<file path="config.mk">
export PLATFORM = sky130hd
export DESIGN_NAME = calc_alu_sequencer
export DESIGN_NICKNAME = d
export VERILOG_FILES = /design/src/rtl/calc_alu_sequencer.sv
export SDC_FILE = /design/constraint.sdc
export NUM_CORES = 1
export LEC_CHECK = 0
export BUFFER_PORTS_ARGS = -buffer_cell sky130_fd_sc_hd__buf_2
export CORE_MARGIN = 3
export CORE_UTILIZATION = 54
export DETAILED_ROUTE_END_ITERATION = 8
export MAX_ROUTING_LAYER = met4
export PLACE_DENSITY = 0.84
export SLEW_MARGIN = 20
export SYNTH_ARGS = -nofsm -noshare
export SYNTH_HDL_FRONTEND = slang
export SYNTH_SLANG_ARGS = --single-unit
</file>
<file path="constraint.sdc">
create_clock -name clk -period 4.34 [get_ports clk]
set_clock_uncertainty 0.05 [all_clocks]
set_input_delay 0.217 -clock clk [delete_from_list [all_inputs] [get_ports clk]]
set_output_delay 0.217 -clock clk [all_outputs]
set_load 0.005 [all_outputs]
</file>
<file path="src/rtl/calc_alu_sequencer.sv">
// Sequencer for the external 8-bit sign-magnitude add/subtract ALU: registers a
// request onto the ALU inputs, waits a settle time, captures and presents the result.
module calc_alu_sequencer #(
  parameter int unsigned DATA_W        = 8,
  parameter int unsigned SETTLE_CYCLES = 1
) (
  input  logic              clk,
  input  logic              rst_n,
  input  logic              req_valid,
  output logic              req_ready,
  input  logic [DATA_W-1:0] req_a,
  input  logic              req_sign_a,
  input  logic [DATA_W-1:0] req_b,
  input  logic              req_sign_b,
  input  logic              req_sub,
  input  logic              req_acc,
  input  logic              clear,
  output logic [DATA_W-1:0] alu_a,
  output logic [DATA_W-1:0] alu_b,
  output logic              alu_add_sub,
  output logic              alu_sign_a,
  output logic              alu_sign_b,
  input  logic [DATA_W:0]   alu_magnitude,
  input  logic              alu_final_sign,
  output logic              res_valid,
  input  logic              res_ready,
  output logic [DATA_W-1:0] res_mag,
  output logic              res_sign,
  output logic              res_ovf,
  output logic              busy,
  output logic              err
);

  localparam int unsigned CNT_W = 4;

  typedef enum logic [2:0] {
    S_IDLE,
    S_DRIVE,
    S_SETTLE,
    S_CAPTURE,
    S_HOLD
  } state_e;

  state_e              state_q, state_d;
  logic [CNT_W-1:0]    cnt_q, cnt_d;
  logic [DATA_W-1:0]   alu_a_q, alu_a_d, alu_b_q, alu_b_d;
  logic                alu_add_sub_q, alu_add_sub_d;
  logic                alu_sign_a_q, alu_sign_a_d, alu_sign_b_q, alu_sign_b_d;
  logic [DATA_W-1:0]   res_mag_q, res_mag_d;
  logic                res_sign_q, res_sign_d, res_ovf_q, res_ovf_d;
  logic                res_valid_q, res_valid_d;
  logic [DATA_W-1:0]   acc_mag_q, acc_mag_d;
  logic                acc_sign_q, acc_sign_d;
  logic                err_q, err_d;
  logic                req_ready_q, req_ready_d;
  logic                busy_q, busy_d;

  logic [DATA_W-1:0]   cap_mag;
  logic                cap_ovf, cap_sign;

  // Captured ALU result with negative zero folded to +0
  assign cap_mag  = alu_magnitude[DATA_W-1:0];
  assign cap_ovf  = alu_magnitude[DATA_W];
  assign cap_sign = alu_final_sign & (cap_mag != '0);

  // Next-state and registered-output logic
  always_comb begin
    state_d       = state_q;
    cnt_d         = cnt_q;
    alu_a_d       = alu_a_q;
    alu_b_d       = alu_b_q;
    alu_add_sub_d = alu_add_sub_q;
    alu_sign_a_d  = alu_sign_a_q;
    alu_sign_b_d  = alu_sign_b_q;
    res_mag_d     = res_mag_q;
    res_sign_d    = res_sign_q;
    res_ovf_d     = res_ovf_q;
    res_valid_d   = res_valid_q;
    acc_mag_d     = acc_mag_q;
    acc_sign_d    = acc_sign_q;
    err_d         = err_q;

    case (state_q)
      S_IDLE: begin
        if (clear) begin
          acc_mag_d   = '0;
          acc_sign_d  = 1'b0;
          err_d       = 1'b0;
          res_valid_d = 1'b0;
        end else if (req_valid && req_ready_q) begin
          alu_a_d       = req_acc ? acc_mag_q : req_a;
          alu_sign_a_d  = req_acc ? acc_sign_q : req_sign_a;
          alu_b_d       = req_b;
          alu_sign_b_d  = req_sign_b;
          alu_add_sub_d = req_sub;
          state_d       = S_DRIVE;
        end
      end

      S_DRIVE: begin
        if (clear) begin
          acc_mag_d  = '0;
          acc_sign_d = 1'b0;
          err_d      = 1'b0;
          state_d    = S_IDLE;
        end else if (SETTLE_CYCLES > 1) begin
          cnt_d   = CNT_W'(SETTLE_CYCLES - 1);
          state_d = S_SETTLE;
        end else begin
          state_d = S_CAPTURE;
        end
      end

      S_SETTLE: begin
        if (clear) begin
          acc_mag_d  = '0;
          acc_sign_d = 1'b0;
          err_d      = 1'b0;
          state_d    = S_IDLE;
        end else begin
          cnt_d = cnt_q - CNT_W'(1);
          if (cnt_q == CNT_W'(1)) begin
            state_d = S_CAPTURE;
          end
        end
      end

      S_CAPTURE: begin
        if (clear) begin
          acc_mag_d  = '0;
          acc_sign_d = 1'b0;
          err_d      = 1'b0;
          state_d    = S_IDLE;
        end else begin
          res_mag_d  = cap_mag;
          res_sign_d = cap_sign;
          res_ovf_d  = cap_ovf;
          acc_mag_d  = cap_mag;
          acc_sign_d = cap_sign;
          err_d      = err_q | cap_ovf;
          state_d    = S_HOLD;
        end
      end

      S_HOLD: begin
        // Valid rises one cycle after the result registers load, so res_* are settled first
        if (clear) begin
          acc_mag_d   = '0;
          acc_sign_d  = 1'b0;
          err_d       = 1'b0;
          res_valid_d = 1'b0;
          state_d     = S_IDLE;
        end else if (!res_valid_q) begin
          res_valid_d = 1'b1;
        end else if (res_ready) begin
          res_valid_d = 1'b0;
          state_d     = S_IDLE;
        end
      end

      default: begin
        state_d     = S_IDLE;
        res_valid_d = 1'b0;
      end
    endcase

    req_ready_d = (state_d == S_IDLE) && !err_d;
    busy_d      = (state_d != S_IDLE);
  end

  // State and output registers
  always_ff @(posedge clk or negedge rst_n) begin
    if (!rst_n) begin
      state_q       <= S_IDLE;
      cnt_q         <= '0;
      alu_a_q       <= '0;
      alu_b_q       <= '0;
      alu_add_sub_q <= 1'b0;
      alu_sign_a_q  <= 1'b0;
      alu_sign_b_q  <= 1'b0;
      res_mag_q     <= '0;
      res_sign_q    <= 1'b0;
      res_ovf_q     <= 1'b0;
      res_valid_q   <= 1'b0;
      acc_mag_q     <= '0;
      acc_sign_q    <= 1'b0;
      err_q         <= 1'b0;
      req_ready_q   <= 1'b1;
      busy_q        <= 1'b0;
    end else begin
      state_q       <= state_d;
      cnt_q         <= cnt_d;
      alu_a_q       <= alu_a_d;
      alu_b_q       <= alu_b_d;
      alu_add_sub_q <= alu_add_sub_d;
      alu_sign_a_q  <= alu_sign_a_d;
      alu_sign_b_q  <= alu_sign_b_d;
      res_mag_q     <= res_mag_d;
      res_sign_q    <= res_sign_d;
      res_ovf_q     <= res_ovf_d;
      res_valid_q   <= res_valid_d;
      acc_mag_q     <= acc_mag_d;
      acc_sign_q    <= acc_sign_d;
      err_q         <= err_d;
      req_ready_q   <= req_ready_d;
      busy_q        <= busy_d;
    end
  end

  assign req_ready   = req_ready_q;
  assign busy        = busy_q;
  assign err         = err_q;
  assign res_valid   = res_valid_q;
  assign res_mag     = res_mag_q;
  assign res_sign    = res_sign_q;
  assign res_ovf     = res_ovf_q;
  assign alu_a       = alu_a_q;
  assign alu_b       = alu_b_q;
  assign alu_add_sub = alu_add_sub_q;
  assign alu_sign_a  = alu_sign_a_q;
  assign alu_sign_b  = alu_sign_b_q;

endmodule

</file>
* After elaboration in Yosys (flattened, before gate mapping)
Cells that the tools add are included.
Word-level totals: bits in registers 49, bits of input ports 35, logic and storage cells 68
Cells by class: add/sub/neg operators 1, eq/ne operators 7, multiplexer cells 25, bitwise logic cells 4, reductions and logical operators 15
Operators with widths (count):
- 3-bit two-way mux | 8
- 8-bit two-way mux | 3
- 8-bit case mux with 2 select lines | 1
- 3-bit case mux with 5 select lines | 1
- 1-bit two-way mux | 8
- 2-bit AND reduction | 4
- 8-bit nonzero test | 1
- 3-bit by 2-bit equality test with 1-bit output, second input constant | 2
- 3-bit zero test | 2
- 4-bit by 1-bit equality test with 1-bit output, second input constant | 1
- 1-bit case mux with 2 select lines | 2
- 4-bit OR reduction | 1
- 4-bit by 1-bit subtractor with 4-bit output, second input constant | 1
- 3-bit by 1-bit equality test with 1-bit output, second input constant | 1
- 3-bit equality test, second input constant | 1
- 1-bit case mux with 3 select lines | 1
- 3-bit AND reduction | 1
- 3-bit nonzero test | 1
- 3-bit OR reduction | 1
- 1-bit logical AND | 2
- 2-bit two-way mux | 1
- 2-bit by 1-bit != test with 1-bit output, second input constant | 1
- 2-bit != test, second input constant | 1
- 1-bit inverter | 2
- 4 further kinds | 4

* Longest topological paths before layout
word-level depth 6, mapped depth 7, depth with buffers taken out 5

* Worst setup path before layout
No wires, ideal clock.
path kind register -> register, start point register state_q[1], end point register alu_b_q[5], in the netlist alu_b[5], library setup time 0.125 ns, arrival time 1.237 ns, slack 2.928 ns, cell stages (with the launch flop) 5, clock period less this slack 1.412 ns, cells stage by stage dfrtp_1 nor2_2 nand4_4 buf_6 mux2_4
On the way: longest elaborated chain between the ends 2
RTL lines:
- start, declared | RTL line 44 | state_e state_q, state_d;
- start signal, assigned | RTL line 191 | state_q <= state_d;
- 3-bit zero test | RTL line 83 | case (state_q)
- 3-bit AND reduction (no line)
- end signal, assigned | RTL line 194 | alu_b_q <= alu_b_d;
- end, declared | RTL line 46 | logic [DATA_W-1:0] alu_a_q, alu_a_d, alu_b_q, alu_b_d;
No other way between the ends. A chain may end at the register's enable or synchronous reset.

* Final worst setup path
start point register state_q[0], end point register alu_b_q[6], in the netlist alu_b[6]
Same word-level chain as after synthesis.

==> flow_summary.toml <==
[routing]
drc = 0
wirelength_mm = 4.07
wl_per_cell_um = 14.7
vias = 1470
first_iter_violations = 74
antenna_left = 0
drt_pass1_iterations = 4
via_per_inst = 5.33

[clock_tree]
clk_latency_ns = 0.30
cts-htree-levels = 2
clockBufferDepth = 2
cts-buffers-inserted = 5
cts_tree = "yes"
cts-root-buf = "clkbuf_8"
cts.sinks = 49
post-cts-setup-buffers = 0
clkTransAtPathRegs_ns = 0.09

[worst_setup_path]
rrSetupSlack_ns = 2.59
cp_max_fo = 28
rr_worst_depth = 3
crit_required_ns = 4.49
cp-start-kind = "flip-flop"
crit_chain = "nor2_2 -> nand4_4 -> mux2_4"
worstSetupEndpointType = "flip-flop"
worstReg2RegStart = "state_q[0]$_DFF_PN0_"
cp_top_family = "simple AND/OR/NAND/NOR gates"
rr_endpoint = "alu_b[6]$_DFFE_PN0P_"
arrival_ns = 1.90
path_class = "reg -> reg"
max_stage_delay_ns = 0.52
crit_buf_inv = 0
cp_slowest_cell = "dfrtp_1"

[floorplan]
core_region_area_sq_um = 3740
start_util = 0.569
die_area_sq_um = 4740
io_pins = 68
die_height_um = 68.8
die_x_um = 68.8
rows = 22

[synth]
synth-seq-area-share = 0.576
postSynthNetCount = 198
synth_area_sq_um = 2130
synth.distinct_cells = 38
ys_ff_latch = 49
synthCells = 161
syn_avg_cell_area_sq_um = 13.2
synth_top_area_cell = "dfrtp_1"
synthTopCellsByArea = "dfrtp_1 (56%), mux2_2 (9.0%), mux2i_1 (4.2%), a22o_1 (3.3%), nand2_1 (3.0%)"
yosysTopAreaCellShare = 0.564
ys_warn_count = 0

[run_status]
status = "completed"

[final_layout]
utilization = 0.688
areaGrowthSynthToFinish_pct = 20.8
design_area_sq_um = 2570
drive_above_1_share = 0.452
layout_common_cells = "buf_2 (66), dfrtp_1 (48), nand2_1 (17), mux2_2 (17), o21ai_0 (10)"
insertedDiodeCount = 0
final_common_cell = "buf_2"
nets = 264

[timing]
period_minus_slack_ns = 1.75
finalHoldViolCount = 0
worst_slew_pin_slew_ns = 0.597
max_freq_mhz = 572
post-route-period-util = 0.402
relSlewSlack = 0.602
slew_viol_final = 0
grt_setup_unrepaired = "false"
setup_tns_ns = 0
setup_violations = 0

[hold_path]
holdCritStartpoint = "req_sub"
holdPathStages = 2
hold_class = "in -> reg"
min_to = "alu_add_sub$_DFFE_PN0P_"

[power_and_ir_drop]
peakVddDrop_mv = 0.317
cellPowerDensity_nw_per_um2 = 595
p_leak_uw = 0.00130

[global_route]
grt_pass1_wl_mm = 6.44
first_global_vias = 1392
gr-total-overflow = 0
grt_max_degree = 50
antenna_found_initial = 0
grtUsageTotal = 0.196

[placement]
placed_cell_area_sq_um = 2450
io_buffers = 67
hpwl_mm = 2.99
routabilityCongestion = 0.802

[job]
drv_cap = 0
-- logic make-up (layout without fill, tap and decap cells) --
logic type	count (synthesis)	count (layout)	synth area share
multiplexers	28	28	0.146
AND/OR/NAND/NOR	36	36	0.109
AO/OA/AOI/OAI	30	30	0.0998
adder cells (fa/ha/maj)	2	2	0.0117
flip-flops	49	49	0.576
XOR/XNOR	4	4	0.0164
buffers and inverters	12	79	0.0405
-- timing repair --
| action | CTS | global route |
|---|---|---|
| hold endpoints to repair | 0 | 48 |
| gates resized for setup | 0 | 0 |
| hold buffers | 0 | 1 |
-- stage by stage --
stage	total power, uW	hold WS [ns]	worst slack (ns)	instances
after floorplan	1030	-0.129	2.93	161
after global placement	1200	0.400	2.64	267
after detailed placement	1220	0.403	2.58	267
after CTS	1550	0.0745	2.57	275
after global routing	1650	0.0758	2.47	276
final	1530	0.0796	2.59	276
-- sequential cells by signal (all words and copies together), names as in the netlist, 3 cells and up --
register / cells
alu_b: 8
alu_a: 8
state_q: 3
res_mag: 8
acc_mag_q: 8
cnt_q: 4
-- area by class of cell --
cell class | count | area (sq um)
clock buffers | 6 | 72.6
well taps | 48 | 60.1
fillers | 279 | 1170
clock inverters | 2 | 38.8
flip-flops and latches | 49 | 1230
inverters | 3 | 11.3
repair buffers | 68 | 348
multi-input cells | 100 | 817
-- routing by layer --
metal  wire (um)  global-route usage  vias up  part of all wire
met4         103               0.105        0             0.025
met2        1890               0.279       48              0.47
met5           0                   -        -                 0
li1            -                   -      706                 -
met1        1800               0.258      705              0.44
met3         274              0.0486       11             0.067
-- power breakdown --
group          switching (uW)  internal (uW)  leakage (uW)  total, uW
clock                     148            173     0.0000554        321
sequential                117            619      0.000628        737
combinational             214            260      0.000617        475
total                     480           1050       0.00130       1530
-- Yosys cell counts --
master / count
dfrtp_1: 48
mux2_2: 17
nand2_1: 17
o21ai_0: 10
mux2i_1: 9
a22o_1: 8
buf_6: 5
a21oi_1: 3
buf_2: 3
inv_1: 3
xnor2_1: 3
a22oi_1: 2
ha_1: 2
mux2_4: 2
nand3_1: 2
nand3b_1: 2
nor2_1: 2
nor4_1: 2
o21ai_1: 2
a21boi_0: 1
a21o_1: 1
a2bb2oi_2: 1
a32o_1: 1
and3_4: 1
clkbuf_1: 1
dfstp_2: 1
nand2b_1: 1
nand4_4: 1
nor2_2: 1
nor2_8: 1
nor3_1: 1
nor4_2: 1
nor4b_1: 1
nor4b_2: 1
o211ai_2: 1
or2_0: 1
or4_4: 1
xor2_1: 1
-- how the worst max path moves through the flow --
| stage | end | from | slack (ns) | cells after the start |
|---|---|---|---|---|
| after floorplan | alu_b[5]$_DFFE_PN0P_ | state_q[1]$_DFF_PN0_ | 2.93 | 4 |
| after global placement | alu_b[5]$_DFFE_PN0P_ | state_q[0]$_DFF_PN0_ | 2.64 | 3 |
| after detailed placement | alu_b[6]$_DFFE_PN0P_ | state_q[1]$_DFF_PN0_ | 2.58 | 3 |
| after CTS | alu_b[6]$_DFFE_PN0P_ | state_q[0]$_DFF_PN0_ | 2.57 | 3 |
| after global routing | alu_b[6]$_DFFE_PN0P_ | state_q[0]$_DFF_PN0_ | 2.47 | 3 |
| final | alu_b[6]$_DFFE_PN0P_ | state_q[0]$_DFF_PN0_ | 2.59 | 3 |
Power figures use the tool's default switching activity.
